$ cat src/rtl/ro_frame_deser.sv
// Readout-bus frame deserialiser: samples the shared bus once per clk_ext cycle, aligns slot
// numbering to clk_16 and queues one NSLOTS-slot frame word per clk_16 period behind valid/ready.
module ro_frame_deser #(
   parameter int NSLOTS     = 16,
   parameter int BUS_W      = 2,
   parameter int FIFO_DEPTH = 2
) (
   input  logic                    clk_ext,
   input  logic                    rstb,
   input  logic                    clk_16,
   input  logic [BUS_W-1:0]        bus_in,
   input  logic                    clr_flags,
   output logic [NSLOTS*BUS_W-1:0] out_data,
   output logic                    out_valid,
   input  logic                    out_ready,
   output logic                    locked,
   output logic                    sync_err,
   output logic                    overflow,
   output logic [7:0]              frame_cnt
);

   localparam int FRAME_W = NSLOTS * BUS_W;
   localparam int SLOT_W  = $clog2(NSLOTS);
   localparam int PTR_W   = $clog2(FIFO_DEPTH);

   localparam logic [SLOT_W-1:0] SLOT_ONE  = SLOT_W'(1);
   localparam logic [SLOT_W-1:0] LAST_SLOT = SLOT_W'(NSLOTS - 1);
   localparam logic [PTR_W:0]    PTR_ONE   = (PTR_W + 1)'(1);

   typedef enum logic {
      UNLOCKED = 1'b0,
      LOCKED   = 1'b1
   } state_t;

   // clk_16 synchroniser and rising-edge detect
   logic [2:0] sync_q;
   logic       sync_rise;

   always_ff @(posedge clk_ext or negedge rstb) begin
      if (!rstb) begin
         sync_q <= '0;
      end else begin
         sync_q <= {sync_q[1:0], clk_16};
      end
   end

   assign sync_rise = sync_q[1] & ~sync_q[2];

   // Slot alignment FSM and frame assembly
   state_t             state_q, state_d;
   logic [SLOT_W-1:0]  slot_q, slot_d;
   logic [FRAME_W-1:0] frame_q, frame_d;
   logic               push_q, push_d;
   logic               sync_set;

   always_ff @(posedge clk_ext or negedge rstb) begin
      if (!rstb) begin
         state_q <= UNLOCKED;
         slot_q  <= '0;
         push_q  <= 1'b0;
      end else begin
         state_q <= state_d;
         slot_q  <= slot_d;
         push_q  <= push_d;
      end
   end

   // Frame contents are only meaningful once push_q qualifies them, so no reset is needed.
   always_ff @(posedge clk_ext) begin
      frame_q <= frame_d;
   end

   always_comb begin
      state_d  = state_q;
      slot_d   = slot_q;
      frame_d  = frame_q;
      push_d   = 1'b0;
      sync_set = 1'b0;
      unique case (state_q)
         UNLOCKED: begin
            slot_d = '0;
            if (sync_rise) begin
               state_d = LOCKED;
               frame_d = FRAME_W'(bus_in);
               slot_d  = SLOT_ONE;
            end
         end
         LOCKED: begin
            if (sync_rise) begin
               // An edge anywhere but slot 0 restarts the frame; the partial one is dropped.
               sync_set = (slot_q != '0);
               frame_d  = FRAME_W'(bus_in);
               slot_d   = SLOT_ONE;
            end else if (slot_q == '0) begin
               sync_set = 1'b1;
               state_d  = UNLOCKED;
            end else begin
               frame_d[int'(slot_q)*BUS_W +: BUS_W] = bus_in;
               slot_d = slot_q + SLOT_ONE;
               push_d = (slot_q == LAST_SLOT);
            end
         end
         default: begin
            state_d = UNLOCKED;
            slot_d  = '0;
         end
      endcase
   end

   assign locked = (state_q == LOCKED);

   // Output FIFO: pointers carry one wrap bit to tell full from empty
   logic [PTR_W:0]     wptr_q, wptr_d;
   logic [PTR_W:0]     rptr_q, rptr_d;
   logic [FRAME_W-1:0] mem_q [FIFO_DEPTH];
   logic               fifo_empty, fifo_full;
   logic               pop, push_ok, drop;
   logic [7:0]         frame_cnt_q, frame_cnt_d;

   assign fifo_empty = (wptr_q == rptr_q);
   assign fifo_full  = (wptr_q[PTR_W] != rptr_q[PTR_W]) &&
                       (wptr_q[PTR_W-1:0] == rptr_q[PTR_W-1:0]);
   assign pop        = ~fifo_empty & out_ready;
   assign push_ok    = push_q & (~fifo_full | pop);
   assign drop       = push_q & fifo_full & ~pop;

   always_comb begin
      wptr_d      = wptr_q;
      rptr_d      = rptr_q;
      frame_cnt_d = frame_cnt_q;
      if (pop) begin
         rptr_d = rptr_q + PTR_ONE;
      end
      if (push_ok) begin
         wptr_d      = wptr_q + PTR_ONE;
         frame_cnt_d = frame_cnt_q + 8'd1;
      end
   end

   always_ff @(posedge clk_ext or negedge rstb) begin
      if (!rstb) begin
         wptr_q      <= '0;
         rptr_q      <= '0;
         frame_cnt_q <= '0;
      end else begin
         wptr_q      <= wptr_d;
         rptr_q      <= rptr_d;
         frame_cnt_q <= frame_cnt_d;
      end
   end

   always_ff @(posedge clk_ext) begin
      if (push_ok) begin
         mem_q[wptr_q[PTR_W-1:0]] <= frame_q;
      end
   end

   assign out_valid = ~fifo_empty;
   assign out_data  = fifo_empty ? '0 : mem_q[rptr_q[PTR_W-1:0]];
   assign frame_cnt = frame_cnt_q;

   // Sticky status; a set in the same cycle as clr_flags wins
   logic sync_err_q, sync_err_d;
   logic overflow_q, overflow_d;

   always_comb begin
      sync_err_d = sync_set | (sync_err_q & ~clr_flags);
      overflow_d = drop | (overflow_q & ~clr_flags);
   end

   always_ff @(posedge clk_ext or negedge rstb) begin
      if (!rstb) begin
         sync_err_q <= 1'b0;
         overflow_q <= 1'b0;
      end else begin
         sync_err_q <= sync_err_d;
         overflow_q <= overflow_d;
      end
   end

   assign sync_err = sync_err_q;
   assign overflow = overflow_q;

endmodule

$ cat config.mk
export PLATFORM = sky130hd
export DESIGN_NAME = ro_frame_deser
export DESIGN_NICKNAME = d
export VERILOG_FILES = /design/src/rtl/ro_frame_deser.sv
export SDC_FILE = /design/constraint.sdc
export NUM_CORES = 1
export LEC_CHECK = 0
export CORE_MARGIN = 4
export CORE_UTILIZATION = 30
export CTS_CLUSTER_SIZE = 20
export DETAILED_ROUTE_END_ITERATION = 16
export GPL_TIMING_DRIVEN = 0
export PLACE_DENSITY = 0.57
export SLEW_MARGIN = 20
export SYNTH_ARGS = -nofsm -noshare
export SYNTH_HDL_FRONTEND = slang
export SYNTH_SLANG_ARGS = --single-unit
$ cat constraint.sdc
create_clock -name clk_ext -period 4.6 [get_ports clk_ext]
set_input_delay 0.69 -clock clk_ext [delete_from_list [all_inputs] [get_ports clk_ext]]
set_output_delay 0.69 -clock clk_ext [all_outputs]
set_load 0.005 [all_outputs]
Yosys cells after proc, flatten, opt, wreduce, memory -nomap -nowiden. Memories as Yosys holds them, arrays and structs flattened. Index checks and enable logic that the tools add are counted. Widths: inputs -> output; s select.

Order comparisons: 0. Shifts and indexed selects: 2. Mux-type cells: 22. Reductions and logical operators: 4. Bitwise gates (word level): 16. Div/mod/pow operators: 0. Add/subtract/negate cells: 5. Equal/unequal tests: 6. Multipliers: 0.

Operator list (count): $mux 32 (4); $pmux 32 s2 (1); $neg 5->33 (1); $shift 2x33->32 const A (1); $shiftx 2x33->32 (1); $bwmux 32 (1); $mux 1 (12); $add 8x1->8 const B (1); $mux 4 (2); $pmux 4 s2 (1); $and 1x1->1 (7); $not 1->1 (6); $add 2x1->2 const B (2); $add 4x1->4 const B (1); $eq 4x4->1 const B (1); $logic_not 4->1 (1); $reduce_bool 4->1 (1); $ne 3x3->1 const B (1); $or 1x1->1 (3); $eq 2x2->1 (1); $ne 2x2->1 const B (1); $pmux 1 s2 (1); $reduce_and 2->1 (1); $eq 1x1->1 (1); 2 further kinds (2).

Bits in latches: 0. Bits in writable memories: 64. Output and inout port bits: 44. ROM bits: 0. Bits in registers: 55. Word-level logic and storage cells: 66. Memories kept: 1. Input bits: 7.

Memories: mem_q (words 2, bits a word 32, rd ports 1, clocked after memory_dff 0, write ports 1, line 115) `logic [FRAME_W-1:0] mem_q [FIFO_DEPTH];`.

Depth between registers and ports, before layout.
Depth after elaboration: 7. Depth in mapped cells: 8. Mapped depth without buffers: 6.

Worst setup path before layout. No wires, ideal clock.

Path kind: flip-flop to flip-flop. From: register slot_q[0]. To: register frame_q[10], enable pin. Slack: 0.907 ns. Stages on the path, launching flop included: 5. Path buffers: 0. Data arrival time: 3.234 ns. Required time: 4.141 ns. Setup time: 0.459 ns. Period minus slack after synthesis: 3.693 ns. Cells stage by stage: dfrtp_1 > inv_1 > ha_1 > nor3b_2 > o21ai_0.

Longest elaborated chain between the ends: 3.

RTL lines: start, declared (line 51) `logic [SLOT_W-1:0] slot_q, slot_d;`; start signal, assigned (line 63) `slot_q <= slot_d;`; $logic_not 4->1 (line 94) `end else if (slot_q == '0) begin`; $ne 3x3->1 (no line); $reduce_and 2->1 (no line); end signal, assigned (line 70) `frame_q <= frame_d;`; end, declared (line 52) `logic [FRAME_W-1:0] frame_q, frame_d;`.

Every way passes these cells. A chain may end at the register's enable or synchronous reset.

Worst setup path in the final report.
From: register rptr_q[1]. To: output out_data[18].

Longest elaborated chain between the ends: 2.

RTL lines: start, declared (line 114) `logic [PTR_W:0] rptr_q, rptr_d;`; start signal, assigned (line 147) `rptr_q <= rptr_d;`; $eq 2x2->1 (line 120) `assign fifo_empty = (wptr_q == rptr_q);`; $mux 32 (line 159) `assign out_data = fifo_empty ? '0 : mem_q[rptr_q[PTR_W-1:0]];`; end, declared (line 13) `output logic [NSLOTS*BUS_W-1:0] out_data,`.

Every way passes these cells.

==> flow_summary.ini <==
[finish]
fin_nets = 469
final.fill_count = 1578
area_growth_pct = 26.5
drive_gt1_share_pct = 8.76
fin_area_um2 = 6530
antenna_cells = 0
fin_cells = 688
layout_commonest_cell = edfxtp_1
layout_common_cells = edfxtp_1, mux2i_1, nor2_1

[detailed_routing]
wl_per_cell_um = 15.7
drt_iter0_markers = 299
via_per_inst = 4.53
ant_nets = 0
totalWireLength_mm = 10.8
vias = 3120
drt-pass1-iter-count = 4
drc = 0

[timing]
timing.final.crit_period_ps = 3300
clock_skew_ps = 6.42
setup_violations = 0
slew_headroom_pct = 42.7
hold_viol_final = 0
finalCritPeriodShare_pct = 71.7
worst_slack_ps = 1300
finalSetupTns_ps = 0
rsz0062_at_grt = false
whs_ps = 252
fmax_ghz = 0.303
final_max_slew_viol_count = 0
tightest_slew_ps = 859

[worst_setup_path]
reg2regPathDepth = 6
reg2reg_slack_ps = 2310
reg2reg_from = slot_q[0]
worstSetupPathType = reg -> out
required_ps = 3910
crit_arrival_ps = 2610
cp_max_fo = 10
cp-startpoint = rptr_q[1]
cp-start-kind = flip-flop
r2r-end = frame_q[23]
worstSetupEndpointType = output pin

[grt]
gr-total-overflow = 0
grt_antenna_before_repair = 0
gr-usage-all-layers_pct = 11.8
grt_max_degree = 34
first_global_vias = 3215
grt_first_pass_wirelength_mm = 17.5

[clock_network]
h-tree-depth = 4
postCtsSetupBuffers = 0
clock_path_buffers = 2
cts_hold_buffers = 0
clock_latency_ps = 410
cts-resized-gates = 0
cts_tree = done
path_clk_slew_ps = 50
cts_root_buffer = clkbuf_16
cts_sinks = 119
cts_made_buffers = 17

[hold_path]
hold_path.class = in -> async

[floorplan]
rows = 47
coreArea_um2 = 16700
initial_core_util_pct = 30.9
die_w_um = 139
die_area_um2 = 19400
ios = 51
die_y_um = 139

[synth]
synth-main-ff-cell = edfxtp_1
syn_area_um2 = 5160
synthDistinctLibCells = 34
synth_edf_count = 96
yosys_warnings = 0
avgSynthCellArea_um2 = 13.4
yosysSeqAreaShare_pct = 67.0
async_reset_ff_share_pct = 19.3
ys_ff_latch = 119
synth_nets = 398
synthCells = 384

[power_and_ir_drop]
ir_worst_vdd_mv = 0.284
powerDensity_nw_per_um2 = 473
cellLeakagePower_nw = 2.29

[placed_design]
gp_congestion = 0.813
dpl_cell_area_um2 = 6010
dp_slack_ps = 1700
dpl.cell_count = 656
hpwl_mm = 7.43
place.port_buffers = 50

[run_status]
outcome = finished, final reports clean

[flow_run]
maxCapViolCount = 0
[registers in the layout (all words and copies together), names as in the netlist]
register	count
wptr_q	2
sync_err	1
sync_q	3
slot_q	4
locked	1
push_q	1
frame_cnt	8
rptr_q	2
mem_q	64
overflow	1
frame_q	32
[where the power goes]
| group | internal (mW) | leakage [nW] | switching, mW |
|---|---|---|---|
| Clock | 0.724 | 0.254 | 0.433 |
| Sequential | 1.36 | 1.20 | 0.0964 |
| Combinational | 0.169 | 0.836 | 0.309 |
| Total | 2.25 | 2.29 | 0.839 |
[routing by layer]
layer  global-route usage [%]  part of all wire [%]  vias up
met2                     18.2                    48       63
met3                     3.90                   4.7       19
met4                     5.30                   2.1        0
li1                         -                     -     1533
met1                     15.1                    45     1505
met5                        0                     0        -
[synthesized netlist by cell type (6+ instances only)]
cell type / number / area share (%)
xnor2_1: 14 / 2.4
nor3_1: 6 / 0.58
o21ai_0: 11 / 1.1
mux2i_1: 55 / 11
edfxtp_1: 96 / 56
inv_1: 10 / 0.73
clkbuf_1: 11 / 0.80
nor2_1: 51 / 3.7
nand2_1: 33 / 2.4
nand3_1: 18 / 1.7
ha_1: 7 / 1.7
dfrtp_1: 23 / 11
[layout make-up]
| cell class | instances | area (µm²) | share of cell area, % |
|---|---|---|---|
| repair buffers | 52 | 551 | 8.44 |
| well taps | 220 | 275 | 4.22 |
| inverters | 10 | 37.5 | 0.575 |
| flip-flops and latches | 119 | 3460 | 53.0 |
| plain buffers | 16 | 72.6 | 1.11 |
| clock buffers | 19 | 433 | 6.63 |
| clock inverters | 13 | 88.8 | 1.36 |
| multi-input cells | 239 | 1610 | 24.7 |
[cells by family (layout without fill, tap and decap cells)]
kind of cell             Yosys count  in the layout  share of synthesized area, %
AO/OA/AOI/OAI                     19             19                          2.18
XOR/XNOR                          19             19                          3.23
adder cells (fa/ha/maj)            7              7                          1.70
buffers and inverters             26            110                          2.13
flip-flops                       119            119                          67.0
multiplexers                      56             56                          10.9
AND/OR/NAND/NOR                  138            138                          12.9
[critical path, stage by stage, from the launching register on]
cell,delay (ps)
dfrtp_1,410
xnor2_1,230
and2_1,160
clkbuf_1,280
clkbuf_1,480
nor2_1,160
clkdlybuf4s50_1,480
[worst max-delay path by stage]
stage / to / slack [ps]
finish: out_data[18] / 1300
global placement: frame_q[29] / -340
detailed placement: out_data[18] / 1700
CTS: out_data[18] / 1240
floorplan: frame_q[10] / 910
global route: out_data[18] / 1080
[through the flow]
step / utilization [%] / total power [mW]
finish: 39.1 / 3.09
detailed placement: 36.0 / 1.95
floorplan: - / 1.75
global route: 39.1 / 3.25
CTS: 39.1 / 3.12
global placement: 35.5 / 1.91
No activity file was read; power rests on OpenSTA's default activity.
